### config.mk
export PLATFORM = sky130hd
export DESIGN_NAME = hb_ce_sched_flat
export DESIGN_NICKNAME = d
export VERILOG_FILES = /design/src/rtl/hb_ce_sched_if.sv /design/src/rtl/hb_ce_sched.sv /design/src/flat_wrapper.sv
export SDC_FILE = /design/constraint.sdc
export NUM_CORES = 1
export LEC_CHECK = 0
export BUFFER_PORTS_ARGS = -buffer_cell sky130_fd_sc_hd__buf_4
export CAP_MARGIN = 20
export CORE_MARGIN = 8
export CORE_UTILIZATION = 50
export DETAILED_ROUTE_END_ITERATION = 12
export GPL_ROUTABILITY_DRIVEN = 0
export MAX_ROUTING_LAYER = met4
export PLACE_DENSITY = 0.77
export SYNTH_ARGS = -nofsm -noshare
export SYNTH_HDL_FRONTEND = slang
export SYNTH_SLANG_ARGS = --single-unit
### constraint.sdc
create_clock -name clk -period 5.09 [get_ports clk]
set_clock_uncertainty 0.1 [all_clocks]
set_input_delay 0.509 -clock clk [delete_from_list [all_inputs] [get_ports clk]]
set_output_delay 0.509 -clock clk [all_outputs]
set_load 0.005 [all_outputs]
### src/rtl/hb_ce_sched_if.sv
// hb_ce_sched_if: control and strobe bundle between the SoC and the clock-enable scheduler.
interface hb_ce_sched_if #(
    parameter int STAGES = 3,
    parameter int DIV_W  = 16
);
    logic              enable;
    logic              load;
    logic [DIV_W-1:0]  div;
    logic [STAGES-1:0] ce;
    logic              busy;
    logic              cfg_err;
    modport master (output enable, load, div, input ce, busy, cfg_err);
    modport slave  (input enable, load, div, output ce, busy, cfg_err);
endinterface

### src/rtl/hb_ce_sched.sv
// hb_ce_sched: per-stage ce strobes for a halfband interpolator cascade, each stage at half the next one's rate.
// Define HB_CE_SCHED_STAGGER_EN to offset adjacent stages by STAGGER cycles via per-stage countdowns.
module hb_ce_sched #(
    parameter int STAGES    = 3,
    parameter int DIV_W     = 16,
    parameter int DIV_RESET = 3250,
    parameter int MIN_GAP   = 124,
    parameter int STAGGER   = 8
) (
    input logic          clk,
    input logic          reset,
    hb_ce_sched_if.slave bus
);
`ifdef HB_CE_SCHED_STAGGER_EN
    localparam bit STAG = 1'b1;
`else
    localparam bit STAG = 1'b0;
`endif
    localparam logic [DIV_W-1:0] GAP  = DIV_W'(MIN_GAP);
    localparam logic [DIV_W-1:0] SPAN = DIV_W'((STAGES-1)*STAGGER);
    logic [DIV_W-1:0]  div_r, cnt;
    logic [STAGES-2:0] frm;
    logic [STAGES-1:0] q, ce;
    logic              cfg_err, clr, tick;
    function automatic logic legal(input logic [DIV_W-1:0] d);
        return d >= GAP && d != '0 && (!STAG || d > SPAN);
    endfunction
    assign clr  = bus.load || !bus.enable || cfg_err;
    assign tick = !clr && cnt == div_r - DIV_W'(1);
    // stage k runs every 2^(STAGES-1-k) base ticks, aligned to frame 0
    for (genvar k = 0; k < STAGES; k++) begin : g_q
        assign q[k] = (32'(frm) & ((32'd1 << (STAGES-1-k)) - 32'd1)) == 32'd0;
    end
    always_ff @(posedge clk) begin
        if (reset) begin
            div_r   <= DIV_W'(DIV_RESET);
            cfg_err <= !legal(DIV_W'(DIV_RESET));
            cnt     <= '0;
            frm     <= '0;
        end else begin
            if (bus.load) div_r <= bus.div;
            cfg_err <= !legal(bus.load ? bus.div : div_r);
            cnt     <= (clr || tick) ? '0 : cnt + DIV_W'(1);
            frm     <= clr ? '0 : tick ? frm + (STAGES-1)'(1) : frm;
        end
    end
`ifdef HB_CE_SCHED_STAGGER_EN
    localparam int CW = $clog2((STAGES-1)*STAGGER+2);
    logic [CW-1:0]     cd [STAGES];
    logic [STAGES-1:0] pend;
    always_ff @(posedge clk) begin
        for (int i = 0; i < STAGES; i++) begin
            if (reset || clr) begin
                cd[i] <= '0;
                ce[i] <= 1'b0;
            end else begin
                ce[i] <= (tick && q[i] && i*STAGGER == 0) || cd[i] == CW'(1);
                cd[i] <= (tick && q[i]) ? CW'(i*STAGGER) : (cd[i] != '0 ? cd[i] - CW'(1) : '0);
            end
        end
    end
    for (genvar k = 0; k < STAGES; k++) begin : g_pend
        assign pend[k] = cd[k] != '0;
    end
    assign bus.busy = |pend;
`else
    always_ff @(posedge clk) begin
        ce <= (reset || !tick) ? '0 : q;
    end
    assign bus.busy = 1'b0;
`endif
    assign bus.ce      = ce;
    assign bus.cfg_err = cfg_err;
endmodule

### src/flat_wrapper.sv
// flat-port wrapper written by rule: the top's interface ports become plain ports
module hb_ce_sched_flat 
#(
    parameter int STAGES    = 3,
    parameter int DIV_W     = 16,
    parameter int DIV_RESET = 3250,
    parameter int MIN_GAP   = 124,
    parameter int STAGGER   = 8
)
  (clk, reset, bus_enable, bus_load, bus_div, bus_ce, bus_busy, bus_cfg_err);
  hb_ce_sched_if #(.STAGES(STAGES), .DIV_W(DIV_W)) bus_i ();
  input logic clk;
  input logic reset;
  input wire logic [$bits(bus_i.enable)-1:0] bus_enable;
  input wire logic [$bits(bus_i.load)-1:0] bus_load;
  input wire logic [$bits(bus_i.div)-1:0] bus_div;
  output wire logic [$bits(bus_i.ce)-1:0] bus_ce;
  output wire logic [$bits(bus_i.busy)-1:0] bus_busy;
  output wire logic [$bits(bus_i.cfg_err)-1:0] bus_cfg_err;
  assign bus_i.enable = bus_enable;
  assign bus_i.load = bus_load;
  assign bus_i.div = bus_div;
  assign bus_ce = bus_i.ce;
  assign bus_busy = bus_i.busy;
  assign bus_cfg_err = bus_i.cfg_err;
  hb_ce_sched #(.STAGES(STAGES), .DIV_W(DIV_W), .DIV_RESET(DIV_RESET), .MIN_GAP(MIN_GAP), .STAGGER(STAGGER)) u_core (.clk(clk), .reset(reset), .bus(bus_i));
endmodule
==> impl_metrics.json <==
{
  "outcome": "complete, no violations",
  "grt_pass1_vias": 1748,
  "setup_viol": 0,
  "yosysTopAreaCellShare_pct": 34.0,
  "clock_path_buffers": 2,
  "clk_pin_slew_ns": 0.07,
  "relSlewSlack_pct": 32.9,
  "clock.fmax_ghz": 0.280,
  "row_count": 24,
  "drt_pass1_iterations": 4,
  "drive_gt1_share_pct": 14.3,
  "timing.hold.worst_path_depth": 3,
  "grt_max_degree": 23,
  "drc": 0,
  "p_int_w": 0.000450,
  "n_antenna_cell": 0,
  "hold_buffers": 0,
  "clock_latency_ns": 0.29,
  "switchingPower_w": 0.000154,
  "place_hpwl_um": 3620,
  "crit_slowest_cell": "nor4b_4",
  "syn_avg_cell_area_sq_um": 8.70,
  "utilization_pct": 57.5,
  "grt_use_total_pct": 14.6,
  "cellPowerDensity_nw_per_um2": 243,
  "fin_setup_tns_ns": 0,
  "path_class": "flip-flop to flip-flop",
  "rsz0062_at_grt": "no",
  "crit_fanout": 19,
  "die_area_sq_um": 6870,
  "synth-async-reset-ratio_pct": 0,
  "tightest_slew_ns": 1.00,
  "ios": 25,
  "initialDrtViolationCount": 87,
  "grt_pass1_wl_um": 8170,
  "hold_path_class": "input port to flip-flop",
  "die_x_um": 82.9,
  "vdd_ir_drop_max_mv": 0.127,
  "finalWirelength_um": 4860,
  "crit_path_start_kind": "flip-flop",
  "yosys_register_bits": 38,
  "ant_nets": 0,
  "wire_per_inst_um": 15.0,
  "start_util_pct": 51.7,
  "vias": 1861,
  "synth-edff-count": 0,
  "nFillCells": 395,
  "drv_cap": 0,
  "worst_path_dominant_cell_family": "simple AND/OR/NAND/NOR gates",
  "clock_sinks": 38,
  "synth_area_leader_cell": "dfxtp_1",
  "antenna_found_initial": 0,
  "whs_ns": 0.339,
  "numCtsBuffers": 5,
  "path_buf_inv": 1,
  "cp_common_cell": "nand4_1",
  "leakage_nw": 0.979,
  "vias_per_cell": 5.74,
  "r2r_slack_ns": 1.52,
  "crit_required_ns": 5.17,
  "ys.flop_type": "dfxtp_1",
  "fp.dieH_um": 82.9,
  "placed_area_sq_um": 2390,
  "hold_viol_final": 0,
  "timing.rr.end": "u_core.frm[1]$_SDFFE_PP0P_",
  "p_clk_share_pct": 35.0,
  "fin_crit_ns": 3.57,
  "grt_overflow": 0,
  "postCtsSetupBuffers": 0,
  "end_kind": "flip-flop",
  "hold_end": "u_core.div_r[5]$_SDFF_PP1_",
  "cts_tree": "done",
  "switching_share_pct": 25.5,
  "p_comb_share_pct": 11.8,
  "r2r_start": "u_core.div_r[0]$_SDFF_PP0_",
  "stdcell_area_sq_um": 2480,
  "cp.arrival_ns": 3.66,
  "cp_cell_sequence": "inv_1 -> ha_1 -> nor3b_1 -> nand4_1 -> xnor2_1 -> nand4_1 -> nor4b_4 -> mux2_4",
  "htreeDepth": 2,
  "synth.most_common_cell": "dfxtp_1",
  "coreArea_sq_um": 4320,
  "ff2ff_path_depth": 8,
  "synthesis.area_sq_um": 2240,
  "ctsRootBufferMaster": "clkbuf_8",
  "area.growth.synth_to_final_pct": 11.1,
  "synth_warnings": 0,
  "syn_inst": 257,
  "finalNonFillerCells": 324,
  "synth_common_cells": "dfxtp_1 (38), nor2_1 (29), nor3_1 (22)",
  "synth_nets": 280,
  "nets": 294,
  "period_share_pct": 70.2,
  "p_seq_share_pct": 53.1,
  "ys_seq_area_share_pct": 34.0,
  "synth_cell_type_count": 49,
  "dp.cells": 316,
  "cts_resized": 0,
  "portBuffers": 23,
  "synthTopCellsByArea": "dfxtp_1 (34%), xor2_1 (7.4%), mux2i_1 (6.7%)",
  "slowest_delay_ns": 0.90,
  "hp-start": "bus_div[5]",
  "drv_slew": 0
}
==> placed cells by master (no fill, tap or decap), drive strengths merged, types with 8 or more instances in the layout <==
cell type / netlist / layout
dfxtp: 38 / 38
inv: 8 / 8
mux2i: 15 / 15
nand3: 9 / 9
buf: 4 / 23
nor2: 29 / 29
nand2: 15 / 15
xor2: 19 / 19
nor4: 8 / 8
nor3: 22 / 22
xnor2: 15 / 15
==> sequential cells by signal, indices dropped and copies added (netlist names) <==
name                cells
u_core.cnt             16
u_core.div_r           16
u_core.bus.ce           3
u_core.frm              2
u_core.bus.cfg_err      1
==> worst register-to-register path, cell delays in order (launching register included) <==
cell	delay, ns
dfxtp_1	0.38
inv_1	0.08
ha_1	0.23
nor3b_1	0.71
nand4_1	0.27
xnor2_1	0.28
nand4_1	0.17
nor4b_4	0.90
mux2_4	0.35
==> per-stage QoR <==
step	worst slack, ns	total power (W)
global placement	1.78	0.000397
finish	1.52	0.000604
CTS	1.59	0.000610
global route	1.29	0.000634
floorplan	2.33	0.000377
detailed placement	1.60	0.000399
==> area by class of cell <==
type / instances / area, sq um / area share, %
well taps: 52 / 65.1 / 2.62
clock buffers: 7 / 86.3 / 3.47
multi-input cells: 195 / 1370 / 54.9
clock inverters: 1 / 5.00 / 0.201
inverters: 8 / 30.0 / 1.21
flip-flops and latches: 38 / 761 / 30.6
repair buffers: 23 / 173 / 6.95
==> per-layer routing <==
layer | track usage (%) | vias to the layer above | share of wire, %
met3 | 3.13 | 11 | 3.8
met4 | 8.31 | 0 | 2.2
met2 | 22.5 | 32 | 48
met5 | - | - | 0
met1 | 17.1 | 873 | 46
li1 | - | 945 | -
==> worst max-delay path by stage <==
stage,slack (ns),to,start,cells past startpoint
2_1_floorplan,2.33,u_core.frm[0]$_SDFFE_PP0P_,u_core.div_r[5]$_SDFF_PP1_,7
3_3_place_gp,1.78,u_core.frm[0]$_SDFFE_PP0P_,u_core.div_r[0]$_SDFF_PP0_,8
3_5_place_dp,1.60,u_core.frm[0]$_SDFFE_PP0P_,u_core.div_r[0]$_SDFF_PP0_,8
4_1_cts,1.59,u_core.frm[0]$_SDFFE_PP0P_,u_core.div_r[0]$_SDFF_PP0_,8
5_1_grt,1.29,u_core.frm[1]$_SDFFE_PP0P_,u_core.div_r[0]$_SDFF_PP0_,8
6_report,1.52,u_core.frm[1]$_SDFFE_PP0P_,u_core.div_r[0]$_SDFF_PP0_,8
==> power by group through the flow <==
stage	Clock (W)	Sequential, W	Combinational, W
2_1_floorplan	0	0.000320	0.0000571
3_3_place_gp	0	0.000327	0.0000701
3_5_place_dp	0	0.000328	0.0000709
4_1_cts	0.000218	0.000321	0.0000712
5_1_grt	0.000233	0.000322	0.0000786
6_report	0.000212	0.000321	0.0000714
==> logic make-up after synthesis <==
logic type	count (synthesis)	share of synthesized area, %
DFF	38	34.0
and+or+nand+nor	111	27.8
muxes	17	8.06
other	1	0.168
xor gates and xnor gates	34	13.3
AOI/OAI and AO/OA	29	10.1
buffers and inverters	24	4.92
adders and majority gates	3	1.68
(Power assumes the default switching activity.)
